File: config.mk
export PLATFORM = sky130hd
export DESIGN_NAME = mux_pipe_n
export DESIGN_NICKNAME = d
export VERILOG_FILES = /design/src/rtl/mips_pkg.sv /design/src/rtl/rr_arbiter.sv /design/src/rtl/mux_pipe_n.sv
export SDC_FILE = /design/constraint.sdc
export NUM_CORES = 1
export LEC_CHECK = 0
export BUFFER_PORTS_ARGS = -buffer_cell sky130_fd_sc_hd__clkbuf_2
export CAP_MARGIN = 25
export CORE_MARGIN = 2
export CORE_UTILIZATION = 40
export CTS_CLUSTER_SIZE = 24
export DETAILED_ROUTE_END_ITERATION = 7
export PLACE_DENSITY = 0.83
export SETUP_SLACK_MARGIN = 0.1
export SYNTH_ARGS = -nofsm -noshare
export SYNTH_HDL_FRONTEND = slang
export SYNTH_SLANG_ARGS = --single-unit
File: constraint.sdc
create_clock -name clk -period 1.72 [get_ports clk]
set_clock_uncertainty 0.1 [all_clocks]
set_input_delay 0.258 -clock clk [delete_from_list [all_inputs] [get_ports clk]]
set_output_delay 0.258 -clock clk [all_outputs]
set_load 0.05 [all_outputs]
File: src/rtl/mips_pkg.sv
// Shared definitions for the pipelined channel multiplexer: mode encodings and width helper.
package mips_pkg;

    localparam int unsigned MUX_MODE_SEL = 0;
    localparam int unsigned MUX_MODE_RR  = 1;

    // Ceiling log2, never below 1 so a select field always has at least one bit.
    function automatic int unsigned clog2(input int unsigned n);
        int unsigned w;
        w = 0;
        for (int unsigned i = 0; i < 31; i++) begin
            if ((32'd1 << i) < n) w = i + 1;
        end
        return (w == 0) ? 1 : w;
    endfunction

endpackage

File: src/rtl/rr_arbiter.sv
// Round-robin grant: first requesting channel at or after ptr, wrapping upward.
module rr_arbiter #(
    parameter int unsigned N_IN  = 4,
    parameter int unsigned SEL_W = 2
) (
    input  logic [N_IN-1:0]  req,
    input  logic [SEL_W-1:0] ptr,
    output logic [N_IN-1:0]  grant,
    output logic [SEL_W-1:0] grant_idx
);

    // Distance k from ptr is the priority; channel i sits at ptr+k, possibly wrapped once.
    always_comb begin
        logic found;
        grant     = '0;
        grant_idx = '0;
        found     = 1'b0;
        for (int unsigned k = 0; k < N_IN; k++) begin
            for (int unsigned i = 0; i < N_IN; i++) begin
                if (!found && req[i] &&
                    ((32'(ptr) + k == i) || (32'(ptr) + k == i + N_IN))) begin
                    found     = 1'b1;
                    grant[i]  = 1'b1;
                    grant_idx = SEL_W'(i);
                end
            end
        end
    end

endmodule

File: src/rtl/mux_pipe_n.sv
// N-input registered multiplexer with valid/ready handshake, explicit or round-robin selection.
// Optional one-entry skid buffer enabled by defining MUX_PIPE_N_SKID_EN.
module mux_pipe_n
    import mips_pkg::*;
#(
    parameter int unsigned SIZE  = 32,
    parameter int unsigned N_IN  = 4,
    parameter int unsigned MODE  = MUX_MODE_SEL,
    localparam int unsigned SEL_W = (clog2(N_IN) < 1) ? 1 : clog2(N_IN)
) (
    input  logic                 clk,
    input  logic                 rst_n,
    input  logic [N_IN*SIZE-1:0] in_data,
    input  logic [N_IN-1:0]      in_valid,
    output logic [N_IN-1:0]      in_ready,
    input  logic [SEL_W-1:0]     sel,
    input  logic                 flush,
    output logic [SIZE-1:0]      out_data,
    output logic [SEL_W-1:0]     out_src,
    output logic                 out_valid,
    input  logic                 out_ready
);

    logic [N_IN-1:0]  grant;
    logic [SEL_W-1:0] grant_idx;
    logic             accept;
    logic             xfer;
    logic [SIZE-1:0]  new_data;

    generate
        if (MODE == MUX_MODE_RR) begin : g_rr
            logic [SEL_W-1:0] ptr;
            logic             unused_sel;

            assign unused_sel = ^sel;

            rr_arbiter #(
                .N_IN  (N_IN),
                .SEL_W (SEL_W)
            ) u_arb (
                .req       (in_valid),
                .ptr       (ptr),
                .grant     (grant),
                .grant_idx (grant_idx)
            );

            // Pointer advances past the winner only on an actual transfer.
            always_ff @(posedge clk) begin
                if (!rst_n) begin
                    ptr <= '0;
                end else if (xfer) begin
                    ptr <= (32'(grant_idx) == N_IN - 1) ? '0 : grant_idx + SEL_W'(1);
                end
            end
        end else begin : g_sel
            // Out-of-range select leaves every grant bit low.
            always_comb begin
                grant = '0;
                for (int unsigned i = 0; i < N_IN; i++) begin
                    grant[i] = (32'(sel) == i);
                end
            end
            assign grant_idx = sel;
        end
    endgenerate

    assign in_ready = grant & {N_IN{accept}};
    assign xfer     = |(in_ready & in_valid);

    always_comb begin
        new_data = '0;
        for (int unsigned i = 0; i < N_IN; i++) begin
            if (32'(grant_idx) == i) new_data = in_data[i*SIZE +: SIZE];
        end
    end

`ifdef MUX_PIPE_N_SKID_EN
    logic             skid_full;
    logic [SIZE-1:0]  skid_data;
    logic [SEL_W-1:0] skid_src;

    // Room depends only on registered state, cutting the out_ready -> in_ready path.
    assign accept = rst_n && !flush && !skid_full;

    always_ff @(posedge clk) begin
        if (!rst_n) begin
            out_valid <= 1'b0;
            out_data  <= '0;
            out_src   <= '0;
            skid_full <= 1'b0;
            skid_data <= '0;
            skid_src  <= '0;
        end else if (flush) begin
            out_valid <= 1'b0;
            skid_full <= 1'b0;
        end else if (!out_valid || out_ready) begin
            if (skid_full) begin
                out_valid <= 1'b1;
                out_data  <= skid_data;
                out_src   <= skid_src;
                skid_full <= 1'b0;
            end else begin
                out_valid <= xfer;
                if (xfer) begin
                    out_data <= new_data;
                    out_src  <= grant_idx;
                end
            end
        end else if (xfer) begin
            skid_full <= 1'b1;
            skid_data <= new_data;
            skid_src  <= grant_idx;
        end
    end
`else
    assign accept = rst_n && !flush && (!out_valid || out_ready);

    always_ff @(posedge clk) begin
        if (!rst_n) begin
            out_valid <= 1'b0;
            out_data  <= '0;
            out_src   <= '0;
        end else if (flush) begin
            out_valid <= 1'b0;
        end else if (!out_valid || out_ready) begin
            out_valid <= xfer;
            if (xfer) begin
                out_data <= new_data;
                out_src  <= grant_idx;
            end
        end
    end
`endif

endmodule

# Word level (Yosys, flattened, before mapping)
# Cells that the tools add are included.
# op_classes
eq_ne	3
muxes	4
bitwise	4
n_reduce_logical	9
# op_table
op	count
two-way mux 32 bit	4
bitwise AND 4 bit	2
== test 2 bit (second input constant)	2
OR reduction 4 bit	1
AND reduction 3 bit	1
== test 2 x 1 -> 1 bit (second input constant)	1
logical AND 1 bit	2
logical NOT 1 bit	2
logical NOT 2 bit	1
NOT 1 bit	2
OR reduction 2 bit	1
logical OR 1 bit	1
# totals
regBits	35

# Longest topological paths before layout
# logic_depth
ltp_word	7
depth_mapped	7
ltp_nobuf	4

# Least setup slack after synthesis
# Ideal clock, no wire load.
# synth_timing
path_kind	register to output
start	register out_valid
end	output port in_ready[1]
t_arrival_ns	2.408
path_slack_ns	-1.046
path_stages_with_launch	3
path_buffers	0
path_cell_list	dfxtp_1 nor2b_2 nor4b_1
# synth_via
elab_chain_cells	4
# synth_rtl
element	line	rtl
start, declared	mux_pipe_n.sv:20	output logic out_valid,
start signal, assigned	mux_pipe_n.sv:126	out_valid <= xfer;
logical NOT 1 bit	mux_pipe_n.sv:116	assign accept = rst_n && !flush && (!out_valid || out_ready);
logical OR 1 bit	mux_pipe_n.sv:116	
logical AND 1 bit	mux_pipe_n.sv:116	
bitwise AND 4 bit	mux_pipe_n.sv:67	assign in_ready = grant & {N_IN{accept}};
end, declared	mux_pipe_n.sv:15	output logic [N_IN-1:0] in_ready,
# No other way between the ends.

# Final worst setup path
# Ends and elaborated chain as after synthesis.

==> reports/summary.txt <==
Status - finished clean
Crit path buf inv count - 2
Crit-path max FO - 5
Clk_lat worst skew - 0.28 ns
Worst r2r dst - out_data[14]$_SDFFE_PN0P_
WHS Endpoint - out_data[13]$_SDFFE_PN0P_
Min Tclk post-route - 1.671 ns
# IOs - 177
Overall Global Routing Usage - 0.2095
Inst Count DP - 437
Area leader, netlist - dfxtp_1
CP top delay family - simple AND/OR/NAND/NOR gates
Hold Path Depth - 4
Total gr overflow - 0
Fin util - 0.6572
Post-route ant nets - 0
Slew of the pin with the lowest slew margin - 0.4208 ns
Clock-pin slew on the worst setup and hold paths - 0.07 ns
Min-delay src - in_data[109]
CTS Buf Count - 5
WP data arrival - 1.31 ns
Count leader, synth - dfxtp_1
Clk root buf - clkbuf_8
Clock buffer depth - 2
Fmax - 0.5985 GHz
Area Overhead vs Synth - 58.67%
Finished Cell Area - 0.003641 mm²
Synth top area cells - dfxtp_1 (31%), mux4_2 (26%), o31ai_1 (11%)
Mapped Area - 0.002295 mm²
DRC viols - 0
Cell Area, Placed - 0.003254 mm²
Nets - 520
GR Util met2 - 0.3899
Reg2Reg Setup Slack - 0.08 ns
Initial antenna violation count - 0
Die area - 0.006358 mm²
# diodes - 0
Rows - 27
Syn_area_per_cell - 11.03 µm²
FF-to-FF Start - out_valid$_SDFFE_PP0P_
Final Power - 2391 µW
Grt peak-use layer - met2
DP Worst Slack - 0.007561 ns
Core area - 0.005540 mm²
Setup ws final - 0.04907 ns
Met1 Track Usage GR - 0.2304
H-Tree Level Count - 2
Crit. End Element - output port
Initial DRC count - 177
Vias in the first global route - 2340
Routing usage on met3 - 0.06222
HPWL Detailed - 5181 µm
Non-Filler Instances - 455
Slew margin rel. - 0.7174
DRT Wirelength - 7830 µm
TritonCTS clock tree - yes
Fin crit share - 0.9715
Die height - 79.74 µm
Hold-fix buffers at CTS - 0
Port Buffer Count - 176
Commonest cells post-synth - dfxtp_1 (35), nand2_1 (34), o31ai_1 (33)
Max-cap check violation count - 0
Seq cells post-synth - 35
Clk sinks - 35
Pin count of the biggest net entering global routing - 69
Register area share after synthesis - 0.3053
DR vias - 2495
WL/cell - 17.21 µm
DR vias/cell - 5.484
Hold Violations, Final - 0
First-pass DRT Iterations - 4
R2R depth - 7
Cell Chain, Critical Path - nor2b_4, buf_12, nor4b_4, buf_8
Initial Utilization - 0.4142
Maximum vdd drop - 270.4 µV
CP Class - reg -> out
Net Count, Synth - 346
Worst Setup Start Kind - register
Largest stage delay on the critical path - 0.34 ns
Share of flip-flops with an asynchronous set or reset - 0
Mapped Cells - 208
GPL Wtd Cong - 0.7154
Die W - 79.74 µm
Share of the synthesized area in the top cell type - 0.3053
RSZ-0062 raised after global routing - true
Crit path depth - 4
WP data required - 1.36 ns
Slowest CP cell - dfxtp_4
Number of synthesized flops with an enable pin - 0
Min-delay worst type - in -> reg
Global-route wire length before repair - 10480 µm
Pleak - 0.001638 µW
Power density over the cells - 656.7 mW/mm²
Post-synth cell types - 25
Share of cells above drive strength 1 - 0.6580
Max-slew violation count - 0
Final setup violation count - 0
Post-synth top flop - dfxtp_1
Ys Warns - 0
-- metal layers --
metal	share of wire	wire [µm]
met4	0.0065	51
met1	0.37	2890
met2	0.53	4153
met5	0	0
met3	0.094	734
-- flip-flops by register name (all words and copies together) (netlist names) --
name and flops:
out_src 2, out_valid 1, out_data 32
-- worst max path at each step --
stage / from / end / slack, ns
final: out_valid$_SDFFE_PP0P_ / in_ready[1] / 0.05
after global routing: out_valid$_SDFFE_PP0P_ / in_ready[1] / -0.007
after CTS: out_valid$_SDFFE_PP0P_ / in_ready[1] / 0.02
after detailed placement: sel[0] / out_data[15]$_SDFFE_PN0P_ / 0.008
after global placement: sel[0] / out_data[13]$_SDFFE_PN0P_ / 0.1
after floorplan: sel[1] / in_ready[0] / 0.11
-- worst register-to-register path: cells and delay by family, from the launching register on --
family	cells	cell delay [ns]
AOI/OAI and AO/OA	2	0.12
buffers and inverters	3	0.54
DFF	1	0.34
and+or+nand+nor	2	0.45
-- metrics by stage --
| stage | setup TNS [ns] | hold WS (ns) |
|---|---|---|
| 2_1_floorplan | 0 | 0.4577 |
| 3_3_place_gp | 0 | 0.3432 |
| 3_5_place_dp | 0 | 0.3468 |
| 4_1_cts | 0 | 0.3006 |
| 5_1_grt | -0.007479 | 0.2988 |
| 6_report | 0 | 0.2991 |
-- cell type report --
cell class,count,area [µm²]
tap,72,90.09
fill,454,1899
timing repair buffer,193,1217
sequential,35,704.4
clock buffer,8,100.1
multi-input combinational,147,1529
-- cell usage in the layout (no fill, tap or decap), drive strengths merged --
master | synthesis | final
and3 | 1 | 1
buf | 17 | 16
clkbuf | 9 | 185
dfxtp | 35 | 35
mux2i | 2 | 2
mux4 | 32 | 32
nand2 | 34 | 34
nand2b | 1 | 1
nor2 | 4 | 4
nor2b | 1 | 1
nor3 | 1 | 1
nor3b | 1 | 1
nor4 | 2 | 2
nor4b | 2 | 2
o21ai | 33 | 33
o31ai | 33 | 33
-- cells by family after synthesis --
family / synth area share
AOI/OAI and AO/OA: 0.1799
muxes: 0.3326
buffers and inverters: 0.07579
and+or+nand+nor: 0.1063
DFF: 0.3053
-- timing repair --
action	in CTS	in global routing
endpoints found under the setup margin	4	39
resized for setup	7	60
cloned	0	6
setup buffers	1	3
pin swaps	2	2
endpoints found under the hold margin	0	0
-- power breakdown --
part           switching (µW)  internal, µW
registers                31.6           872
logic                     469           367
clock network             286           366
No activity file was read; power rests on OpenSTA's default activity.
